**config.mk**
```make
export PLATFORM = sky130hd
export DESIGN_NAME = gate_share_arb_flat
export DESIGN_NICKNAME = d
export VERILOG_FILES = /design/src/rtl/gate_share_arb_pkg.sv /design/src/rtl/gate_share_arb_if.sv /design/src/rtl/gate_share_arb_rr_pick.sv /design/src/rtl/gate_share_arb.sv /design/src/flat_wrapper.sv
export SDC_FILE = /design/constraint.sdc
export NUM_CORES = 1
export LEC_CHECK = 0
export ABC_AREA = 1
export ABC_CLOCK_PERIOD_IN_PS = 3100
export CORE_ASPECT_RATIO = 1.5
export CORE_MARGIN = 10
export CORE_UTILIZATION = 40
export DETAILED_ROUTE_END_ITERATION = 8
export DONT_BUFFER_PORTS = 1
export SLEW_MARGIN = 10
export SYNTH_ARGS = -nofsm -noshare
export SYNTH_HDL_FRONTEND = slang
export SYNTH_SLANG_ARGS = --single-unit
```
**constraint.sdc**
```tcl
create_clock -name clk -period 3.1 [get_ports clk]
set_clock_uncertainty 0.15 [all_clocks]
set_input_delay 0.465 -clock clk [delete_from_list [all_inputs] [get_ports clk]]
set_output_delay 0.465 -clock clk [all_outputs]
set_load 0.05 [all_outputs]
```
**src/rtl/gate_share_arb_pkg.sv**
```systemverilog
// Shared types and helpers for gate_share_arb.
package gate_share_arb_pkg;

  localparam int unsigned NREQ_MAX = 16;

  typedef enum logic [1:0] {
    ST_IDLE = 2'd0,
    ST_HOLD = 2'd1,
    ST_DONE = 2'd2
  } state_e;

  // Settle counter width; it must hold SETTLE-1.
  function automatic int unsigned cnt_width(input int unsigned settle);
    return (settle > 1) ? $clog2(settle + 1) : 1;
  endfunction

  // Requester index width.
  function automatic int unsigned idx_width(input int unsigned nreq);
    return (nreq > 1) ? $clog2(nreq) : 1;
  endfunction

endpackage

```
**src/rtl/gate_share_arb_if.sv**
```systemverilog
// Requester-side bus of gate_share_arb: requests, operands, grant/done strobes, result.
interface gate_share_arb_if #(
  parameter int unsigned NREQ = 4
);
  logic [NREQ-1:0] req;
  logic [NREQ-1:0] x_in;
  logic [NREQ-1:0] y_in;
  logic [NREQ-1:0] gnt;
  logic [NREQ-1:0] done;
  logic            z_out;
  logic            busy;
  logic            err;

  modport master (
    output req, x_in, y_in,
    input  gnt, done, z_out, busy, err
  );

  modport slave (
    input  req, x_in, y_in,
    output gnt, done, z_out, busy, err
  );
endinterface

```
**src/rtl/gate_share_arb_rr_pick.sv**
```systemverilog
// Combinational round-robin picker: first requester strictly after i_last wins.
module rr_pick
  import gate_share_arb_pkg::*;
#(
  parameter int unsigned NREQ = 4,
  localparam int unsigned IW  = idx_width(NREQ)
) (
  input  logic [NREQ-1:0] i_req,
  input  logic [IW-1:0]   i_last,
  output logic [NREQ-1:0] o_onehot,
  output logic [IW-1:0]   o_idx
);

  logic          w_found;
  logic [IW-1:0] w_cand;

  // Walk last+1 .. last+NREQ modulo NREQ and take the first active request.
  always_comb begin
    o_onehot = '0;
    o_idx    = '0;
    w_found  = 1'b0;
    w_cand   = '0;
    for (int unsigned k = 1; k <= NREQ; k++) begin
      w_cand = IW'((32'(i_last) + k) % NREQ);
      if (!w_found && i_req[w_cand]) begin
        w_found          = 1'b1;
        o_onehot[w_cand] = 1'b1;
        o_idx            = w_cand;
      end
    end
  end

endmodule

```
**src/rtl/gate_share_arb.sv**
```systemverilog
// Round-robin arbiter sharing one external 2-input AND gate among NREQ requesters.
// Optional result checker enabled by defining GATE_SHARE_ARB_CHECK_EN.
module gate_share_arb
  import gate_share_arb_pkg::*;
#(
  parameter int unsigned NREQ   = 4,
  parameter int unsigned SETTLE = 1
) (
  input  logic                  clk,
  input  logic                  rst,
  gate_share_arb_if.slave       bus,
  output logic                  gate_x,
  output logic                  gate_y,
  input  logic                  gate_z
);

  localparam int unsigned IW = idx_width(NREQ);
  localparam int unsigned CW = cnt_width(SETTLE);

  state_e          r_state;
  logic [IW-1:0]   r_last;
  logic [CW-1:0]   r_cnt;
  logic [NREQ-1:0] r_gnt;
  logic [NREQ-1:0] r_done;
  logic            r_z_out;
  logic            r_busy;
  logic            r_gate_x;
  logic            r_gate_y;

  logic [NREQ-1:0] w_onehot;
  logic [IW-1:0]   w_idx;

  rr_pick #(.NREQ(NREQ)) u_pick (
    .i_req    (bus.req),
    .i_last   (r_last),
    .o_onehot (w_onehot),
    .o_idx    (w_idx)
  );

  // Transaction FSM: grant and latch operands, hold for SETTLE cycles, sample, strobe done.
  always_ff @(posedge clk) begin
    if (rst) begin
      r_state  <= ST_IDLE;
      r_last   <= IW'(NREQ - 1);
      r_cnt    <= '0;
      r_gnt    <= '0;
      r_done   <= '0;
      r_z_out  <= 1'b0;
      r_busy   <= 1'b0;
      r_gate_x <= 1'b0;
      r_gate_y <= 1'b0;
    end else begin
      case (r_state)
        ST_IDLE: begin
          if (|bus.req) begin
            r_gate_x <= bus.x_in[w_idx];
            r_gate_y <= bus.y_in[w_idx];
            r_gnt    <= w_onehot;
            r_cnt    <= CW'(SETTLE - 1);
            r_last   <= w_idx;
            r_busy   <= 1'b1;
            r_state  <= ST_HOLD;
          end
        end
        ST_HOLD: begin
          r_gnt <= '0;
          if (r_cnt == '0) begin
            r_z_out <= gate_z;
            r_done  <= NREQ'(1) << r_last;
            r_state <= ST_DONE;
          end else begin
            r_cnt <= r_cnt - CW'(1);
          end
        end
        ST_DONE: begin
          r_done  <= '0;
          r_busy  <= 1'b0;
          r_state <= ST_IDLE;
        end
        default: begin
          r_gnt   <= '0;
          r_done  <= '0;
          r_busy  <= 1'b0;
          r_state <= ST_IDLE;
        end
      endcase
    end
  end

  assign bus.gnt   = r_gnt;
  assign bus.done  = r_done;
  assign bus.z_out = r_z_out;
  assign bus.busy  = r_busy;
  assign gate_x    = r_gate_x;
  assign gate_y    = r_gate_y;

`ifdef GATE_SHARE_ARB_CHECK_EN
  logic r_err;
  logic w_sample;

  assign w_sample = (r_state == ST_HOLD) && (r_cnt == '0);

  // Sticky flag: gate output disagrees with the AND of the operands it was given.
  always_ff @(posedge clk) begin
    if (rst) begin
      r_err <= 1'b0;
    end else if (w_sample && (gate_z != (r_gate_x & r_gate_y))) begin
      r_err <= 1'b1;
    end
  end

  assign bus.err = r_err;
`else
  assign bus.err = 1'b0;
`endif

endmodule

```
**src/flat_wrapper.sv**
```systemverilog
// flat-port wrapper written by rule: the top's interface ports become plain ports
module gate_share_arb_flat import gate_share_arb_pkg::*;
#(
  parameter int unsigned NREQ   = 4,
  parameter int unsigned SETTLE = 1
)
  (clk, rst, gate_x, gate_y, gate_z, bus_req, bus_x_in, bus_y_in, bus_gnt, bus_done, bus_z_out, bus_busy, bus_err);
  gate_share_arb_if #(.NREQ(NREQ)) bus_i ();
  input  logic clk;
  input  logic rst;
  output logic gate_x;
  output logic gate_y;
  input  logic gate_z;
  input wire logic [$bits(bus_i.req)-1:0] bus_req;
  input wire logic [$bits(bus_i.x_in)-1:0] bus_x_in;
  input wire logic [$bits(bus_i.y_in)-1:0] bus_y_in;
  output wire logic [$bits(bus_i.gnt)-1:0] bus_gnt;
  output wire logic [$bits(bus_i.done)-1:0] bus_done;
  output wire logic [$bits(bus_i.z_out)-1:0] bus_z_out;
  output wire logic [$bits(bus_i.busy)-1:0] bus_busy;
  output wire logic [$bits(bus_i.err)-1:0] bus_err;
  assign bus_i.req = bus_req;
  assign bus_i.x_in = bus_x_in;
  assign bus_i.y_in = bus_y_in;
  assign bus_gnt = bus_i.gnt;
  assign bus_done = bus_i.done;
  assign bus_z_out = bus_i.z_out;
  assign bus_busy = bus_i.busy;
  assign bus_err = bus_i.err;
  gate_share_arb #(.NREQ(NREQ), .SETTLE(SETTLE)) u_core (.clk(clk), .rst(rst), .bus(bus_i), .gate_x(gate_x), .gate_y(gate_y), .gate_z(gate_z));
endmodule
```
==> results of run 1 <==
synth_stat cells, drive strengths merged:
cell / instances
inv: 34
a32o: 2
a41oi: 1
nand3: 19
o21ai: 8
conb: 1
buf: 2
a22oi: 4
o22ai: 4
nor2: 10
o31ai: 1
o211ai: 2
nand4: 2
nand3b: 2
clkbuf: 1
a21oi: 5
a21boi: 1
dfxtp: 16
nand2: 40
ha: 8
cells by family after synthesis:
group	count (synthesis)	synth area share, %
AOI/OAI and AO/OA	28	15.2
adders and majority gates	8	8.17
buffers and inverters	37	13.1
DFF	16	26.1
other	1	0.306
and+or+nand+nor	73	37.1
routing by layer:
| metal | vias up | share of wire [%] | GRT usage (%) |
|---|---|---|---|
| met3 | 6 | 7.3 | 3.45 |
| met2 | 22 | 55 | 17.5 |
| li1 | 531 | - | - |
| met1 | 465 | 36 | 10.3 |
| met5 | - | 0 | 0 |
| met4 | 0 | 1.8 | 4.49 |
state kept, by name, summed over array words and instances, names as in the netlist:
register and flops:
u_core.gate_x 1, u_core.bus.z_out 1, u_core.gate_y 1, u_core.r_state 2, u_core.bus.busy 1, u_core.bus.gnt 4, u_core.bus.done 4, u_core.r_last 2
power breakdown:
group	internal (mW)	total [mW]	switching, mW
combinational	0.303	0.887	0.584
clock	0.0859	0.150	0.0637
sequential	0.256	0.444	0.188
critical path: stages, from the launching register on:
cell	delay, ns
dfxtp_1	0.71
inv_8	0.11
ha_1	0.39
inv_1	0.09
nand3_2	0.11
nand2_4	0.11
inv_2	0.08
nand3_2	0.09
nand2_1	0.08
nand2_1	0.09
a21oi_2	0.20
nand3_1	0.10
nand3_1	0.08
nand2_1	0.05
inv_1	0.05
layout make-up:
| class | instances | area share, % |
|---|---|---|
| Sequential cell | 16 | 24.8 |
| Clock buffer | 3 | 3.19 |
| Tap cell | 39 | 3.78 |
| Inverter | 34 | 10.6 |
| Multi-Input combinational cell | 110 | 57.6 |
how the worst max path moves through the flow:
stage | startpoint | endpoint | depth (start not counted)
floorplan | u_core.r_last[0] | u_core.gate_x | 16
global placement | u_core.r_last[0] | u_core.gate_y | 15
detailed placement | u_core.r_last[0] | u_core.gate_x | 15
CTS | u_core.r_last[0] | u_core.gate_x | 15
global route | u_core.r_last[0] | u_core.gate_x | 14
finish | u_core.r_last[0] | u_core.gate_x | 14
through the flow:
step                hold WS, ns  power [mW]
CTS                       0.159        1.50
finish                    0.158        1.48
global route              0.158        1.62
floorplan                 0.314        1.20
global placement          0.385        1.32
detailed placement        0.395        1.34
==> metrics.md, run 1 <==
| Metric | Value |
|---|---|
| Outcome | `finished, final reports clean` |
| Hold Vio Cnt, Final | `0` |
| Mapped Nets | `186` |
| Sequential share of the synthesized area | `26.1%` |
| Share of layout cells above drive strength 1 | `19.6%` |
| IO Port Bufs | `0` |
| I/O pins | `28` |
| FF+latch area | `320 sq um` |
| Overflow after GRT | `0` |
| Hold Path Class | `input pin to register` |
| CTS tree | `yes` |
| Setup Buffers After CTS | `0` |
| Critical path required time | `3.14 ns` |
| Mapped Avg Cell Area | `7.51 sq um` |
| CTS Hold Bufs | `0` |
| CP startpoint kind | `register` |
| Final Max Slew Viols | `0` |
| Effective utilization at floorplan | `42.1%` |
| Crit share post-route | `81.9%` |
| Worst skew pair latency | `0.24 ns` |
| Post-Place Cells | `199` |
| Root Driver | `clkbuf_8` |
| FF+latch count, synth | `16` |
| Final WS setup | `0.562 ns` |
| Slew @ Worst Pin | `0.609 ns` |
| Routed Antenna Nets | `0` |
| Avg WL per Cell | `14.0 um` |
| 1st-iter DRT viols | `48` |
| Worst reg2reg startpoint | `u_core.r_last[0]` |
| Row count | `24` |
| Pwr/cell area | `1150 mW/mm^2` |
| Inserted Diodes | `0` |
| CTS buffer count | `3` |
| Via count | `1024` |
| Most common library cell in the layout ignoring fill and taps | `inv_1` |
| # clock sinks | `16` |
| Crit-path max FO | `12` |
| Pleak | `0.641 nW` |
| Router iterations before antenna repair | `4` |
| Utilization after layout | `44.4%` |
| Setup Crit Path Kind | `register to register` |
| Tmin final | `2.54 ns` |
| Fillers | `300` |
| Final net count | `188` |
| Synth warn | `0` |
| FMAX | `394 MHz` |
| Reg2reg path depth | `14` |
| # setup viols final | `0` |
| Post-Layout Cell Count | `202` |
| Most frequent cells in the layout | `inv_1, nand2_1, dfxtp_1, nand3_1, ha_1` |
| Synth top area share | `26.1%` |
| Design Area, Final | `0.00129 sq mm` |
| Hold endpoint | `u_core.bus.busy` |
| Resized cells post-CTS | `0` |
| Reg2Reg Setup Slack | `0.56 ns` |
| Rel. slew slack | `59.4%` |
| Die Y | `87.8 um` |
| Crit. End Element | `register` |
| Max-Cap Viols | `0` |
| Worst path arrival time | `2.58 ns` |
| Netlist cell types | `34` |
| Mapped Area | `0.00122 sq mm` |
| Mapped Cells | `163` |
| Area contributors post-synth | `dfxtp_1, inv_1, nand2_1` |
| Hold path startpoint | `rst` |
| Final WL | `2820 um` |
| Die area | `0.00572 sq mm` |
| CTS H-tree lvls | `1` |
| GRT Resource Usage Total | `9.92%` |
| Hold depth | `1` |
| Final HPWL DP | `2370 um` |
| Placed Area | `0.00125 sq mm` |
| Initial antenna violation count | `0` |
| Largest net degree at the start of global routing | `13` |
| Area of the multi-input gates | `744 sq um` |
| Post-synth top area cell | `dfxtp_1` |
| Number of global-route vias before repair | `1026` |
| Clk slew on worst S/H paths | `0.06 ns` |
| P&R area growth vs syn | `5.52%` |
| Die Wd | `65.2 um` |
| Setup WS pre-CTS | `0.552 ns` |
| Vias per cell | `5.07` |
| Setup TNS | `0 ns` |
| VDD IR max | `0.581 mV` |
| First-pass GRT wire length | `4630 um` |
| Worst r2r dst | `u_core.gate_x` |
| CORE AREA | `0.00291 sq mm` |
| Worst-case clock buffer depth | `2` |
| Unrepaired setup endpoints after global routing | `no` |
| # DRC | `0` |
| Gp weighted congestion | `0.814` |
Note: power is estimated with default switching activity, not from simulation.
==> inputs of run 2 (changes only) <==
--- a/config.mk
+++ b/config.mk
@@ -6,7 +6,7 @@
 export NUM_CORES = 1
 export LEC_CHECK = 0
 export ABC_AREA = 1
-export ABC_CLOCK_PERIOD_IN_PS = 3100
+export ABC_CLOCK_PERIOD_IN_PS = 2300
 export CORE_ASPECT_RATIO = 1.5
 export CORE_MARGIN = 10
 export CORE_UTILIZATION = 40
==> constraint.sdc (replaced) <==
create_clock -name clk -period 2.3 [get_ports clk]
set_clock_uncertainty 0.15 [all_clocks]
set_input_delay 0.345 -clock clk [delete_from_list [all_inputs] [get_ports clk]]
set_output_delay 0.345 -clock clk [all_outputs]
set_load 0.05 [all_outputs]
==> run 2 against run 1 <==
Sequential cell count stayed put; cell count up 2.0%; critical path depth grew 1; critical path type unchanged; highest routed layer unchanged; critical endpoint is now u_core.gate_y.
==> metrics.md, run 2 (same netlist as run 1, synthesis figures left out) <==
| Metric | Value |
|---|---|
| Final WL | `2840 um (was 2820 um)` |
| Slew @ Worst Pin | `0.526 ns (was 0.609 ns)` |
| Outcome | `finished, final reports clean (unchanged)` |
| Resized cells post-CTS | `0 (unchanged)` |
| Setup TNS | `0 ns (unchanged)` |
| Setup Crit Path Kind | `register to register (unchanged)` |
| Critical path required time | `2.30 ns (was 3.14 ns)` |
| Die Y | `87.8 um (unchanged)` |
| Largest net degree at the start of global routing | `12 (was 13)` |
| Vias per cell | `4.95 (was 5.07)` |
| CP startpoint kind | `register (unchanged)` |
| CORE AREA | `0.00291 sq mm (unchanged)` |
| CTS buffer count | `3 (unchanged)` |
| Clk slew on worst S/H paths | `0.06 ns (about the same)` |
| Root Driver | `clkbuf_8 (unchanged)` |
| Worst path arrival time | `2.08 ns (was 2.58 ns)` |
| Most frequent cells in the layout | `inv_1, nand2_1, dfxtp_1, nand3_1, ha_1 (unchanged)` |
| Gp weighted congestion | `0.821 (was 0.814)` |
| Max-Cap Viols | `0 (unchanged)` |
| Initial antenna violation count | `0 (unchanged)` |
| Router iterations before antenna repair | `4 (unchanged)` |
| CTS tree | `yes (unchanged)` |
| CTS Hold Bufs | `0 (unchanged)` |
| Crit share post-route | `90.3% (was 81.9%)` |
| Share of layout cells above drive strength 1 | `22.2% (was 19.6%)` |
| Crit. End Element | `register (unchanged)` |
| Final Max Slew Viols | `0 (unchanged)` |
| Final HPWL DP | `2410 um (was 2370 um)` |
| FMAX | `481 MHz (was 394 MHz)` |
| VDD IR max | `0.664 mV (was 0.581 mV)` |
| Inserted Diodes | `0 (unchanged)` |
| IO Port Bufs | `0 (unchanged)` |
| Via count | `1020 (was 1024)` |
| Unrepaired setup endpoints after global routing | `no (unchanged)` |
| Effective utilization at floorplan | `42.1% (unchanged)` |
| First-pass GRT wire length | `4770 um (was 4630 um)` |
| Final net count | `192 (was 188)` |
| Rel. slew slack | `64.9% (was 59.4%)` |
| Number of global-route vias before repair | `1097 (was 1026)` |
| Row count | `24 (unchanged)` |
| Post-Layout Cell Count | `206 (was 202)` |
| # setup viols final | `0 (unchanged)` |
| Hold Path Class | `input pin to register (unchanged)` |
| Post-Place Cells | `203 (was 199)` |
| # DRC | `0 (unchanged)` |
| Die area | `0.00572 sq mm (unchanged)` |
| Overflow after GRT | `0 (unchanged)` |
| 1st-iter DRT viols | `39 (was 48)` |
| Hold Vio Cnt, Final | `0 (unchanged)` |
| Avg WL per Cell | `13.8 um (was 14.0 um)` |
| Setup Buffers After CTS | `0 (unchanged)` |
| Worst-case clock buffer depth | `2 (unchanged)` |
| Crit-path max FO | `11 (was 12)` |
| Die Wd | `65.2 um (unchanged)` |
| I/O pins | `28 (unchanged)` |
| Routed Antenna Nets | `0 (unchanged)` |
| Most common library cell in the layout ignoring fill and taps | `inv_1 (unchanged)` |
| CTS H-tree lvls | `1 (unchanged)` |
| Pwr/cell area | `1530 mW/mm^2 (was 1150 mW/mm^2)` |
| Pleak | `0.659 nW (was 0.641 nW)` |
| Worst skew pair latency | `0.25 ns (was 0.24 ns)` |
| P&R area growth vs syn | `8.07% (was 5.52%)` |
| Tmin final | `2.08 ns (was 2.54 ns)` |
| GRT Resource Usage Total | `10.2% (was 9.92%)` |
| # clock sinks | `16 (unchanged)` |
## run 2: final timing paths
check,from,endpoint,slack [ns],cells past startpoint
setup / recovery,u_core.r_last[0],u_core.gate_y,0.22,15
hold / removal,rst,u_core.bus.busy,0.03,1
setup reg to reg,u_core.r_last[0],u_core.gate_y,0.22,15
hold reg to reg,u_core.r_state[1],u_core.bus.busy,0.39,1
## run 2: power breakdown
group          switching [mW]  internal [mW]  total, mW
Combinational           0.821          0.439       1.26
Clock                  0.0885          0.116      0.205
Sequential              0.220          0.346      0.566
## run 2: stage by stage
| step | hold WS (ns) | util (%) | cell area (sq um) | total power [mW] | setup slack [ns] |
|---|---|---|---|---|---|
| 3_5_place_dp | 0.290 | 44.0 | 1280 | 1.84 | 0.152 |
| 4_1_cts | 0.0329 | 45.4 | 1320 | 2.05 | 0.138 |
| 3_3_place_gp | 0.294 | 44.0 | 1280 | 1.81 | 0.211 |
| 2_1_floorplan | 0.287 | - | 1220 | 1.61 | 0.184 |
| 6_report | 0.0311 | 45.4 | 1320 | 2.03 | 0.223 |
| 5_1_grt | 0.0419 | 45.4 | 1320 | 2.22 | 0.0374 |
## run 2: metal layers
layer,wire (um),vias up,track usage (%)
met5,0,-,0
met4,65,0,5.47
met3,192,6,3.07
met2,1530,19,19.4
met1,1050,456,9.32
li1,-,539,-
## run 2: layout make-up
| class | instances | area [sq um] |
|---|---|---|
| multi-input cells | 110 | 744 |
| flip-flops and latches | 16 | 322 |
| well taps | 39 | 48.8 |
| clock buffers | 3 | 41.3 |
| repair buffers | 4 | 30.0 |
| inverters | 34 | 138 |
| fillers | 323 | 1590 |
## run 2: critical path, cell delays in order (launching register included)
cell     delay, ns
dfxtp_2       0.38
inv_8         0.07
ha_1          0.35
inv_1         0.08
nand3_2       0.10
nand2_4       0.11
nor2_4        0.15
nand2_2       0.06
nand2_2       0.09
nand2_4       0.07
nand2_4       0.07
nand2_1       0.05
nand3_1       0.07
nand3_1       0.07
nand2_1       0.06
inv_1         0.03
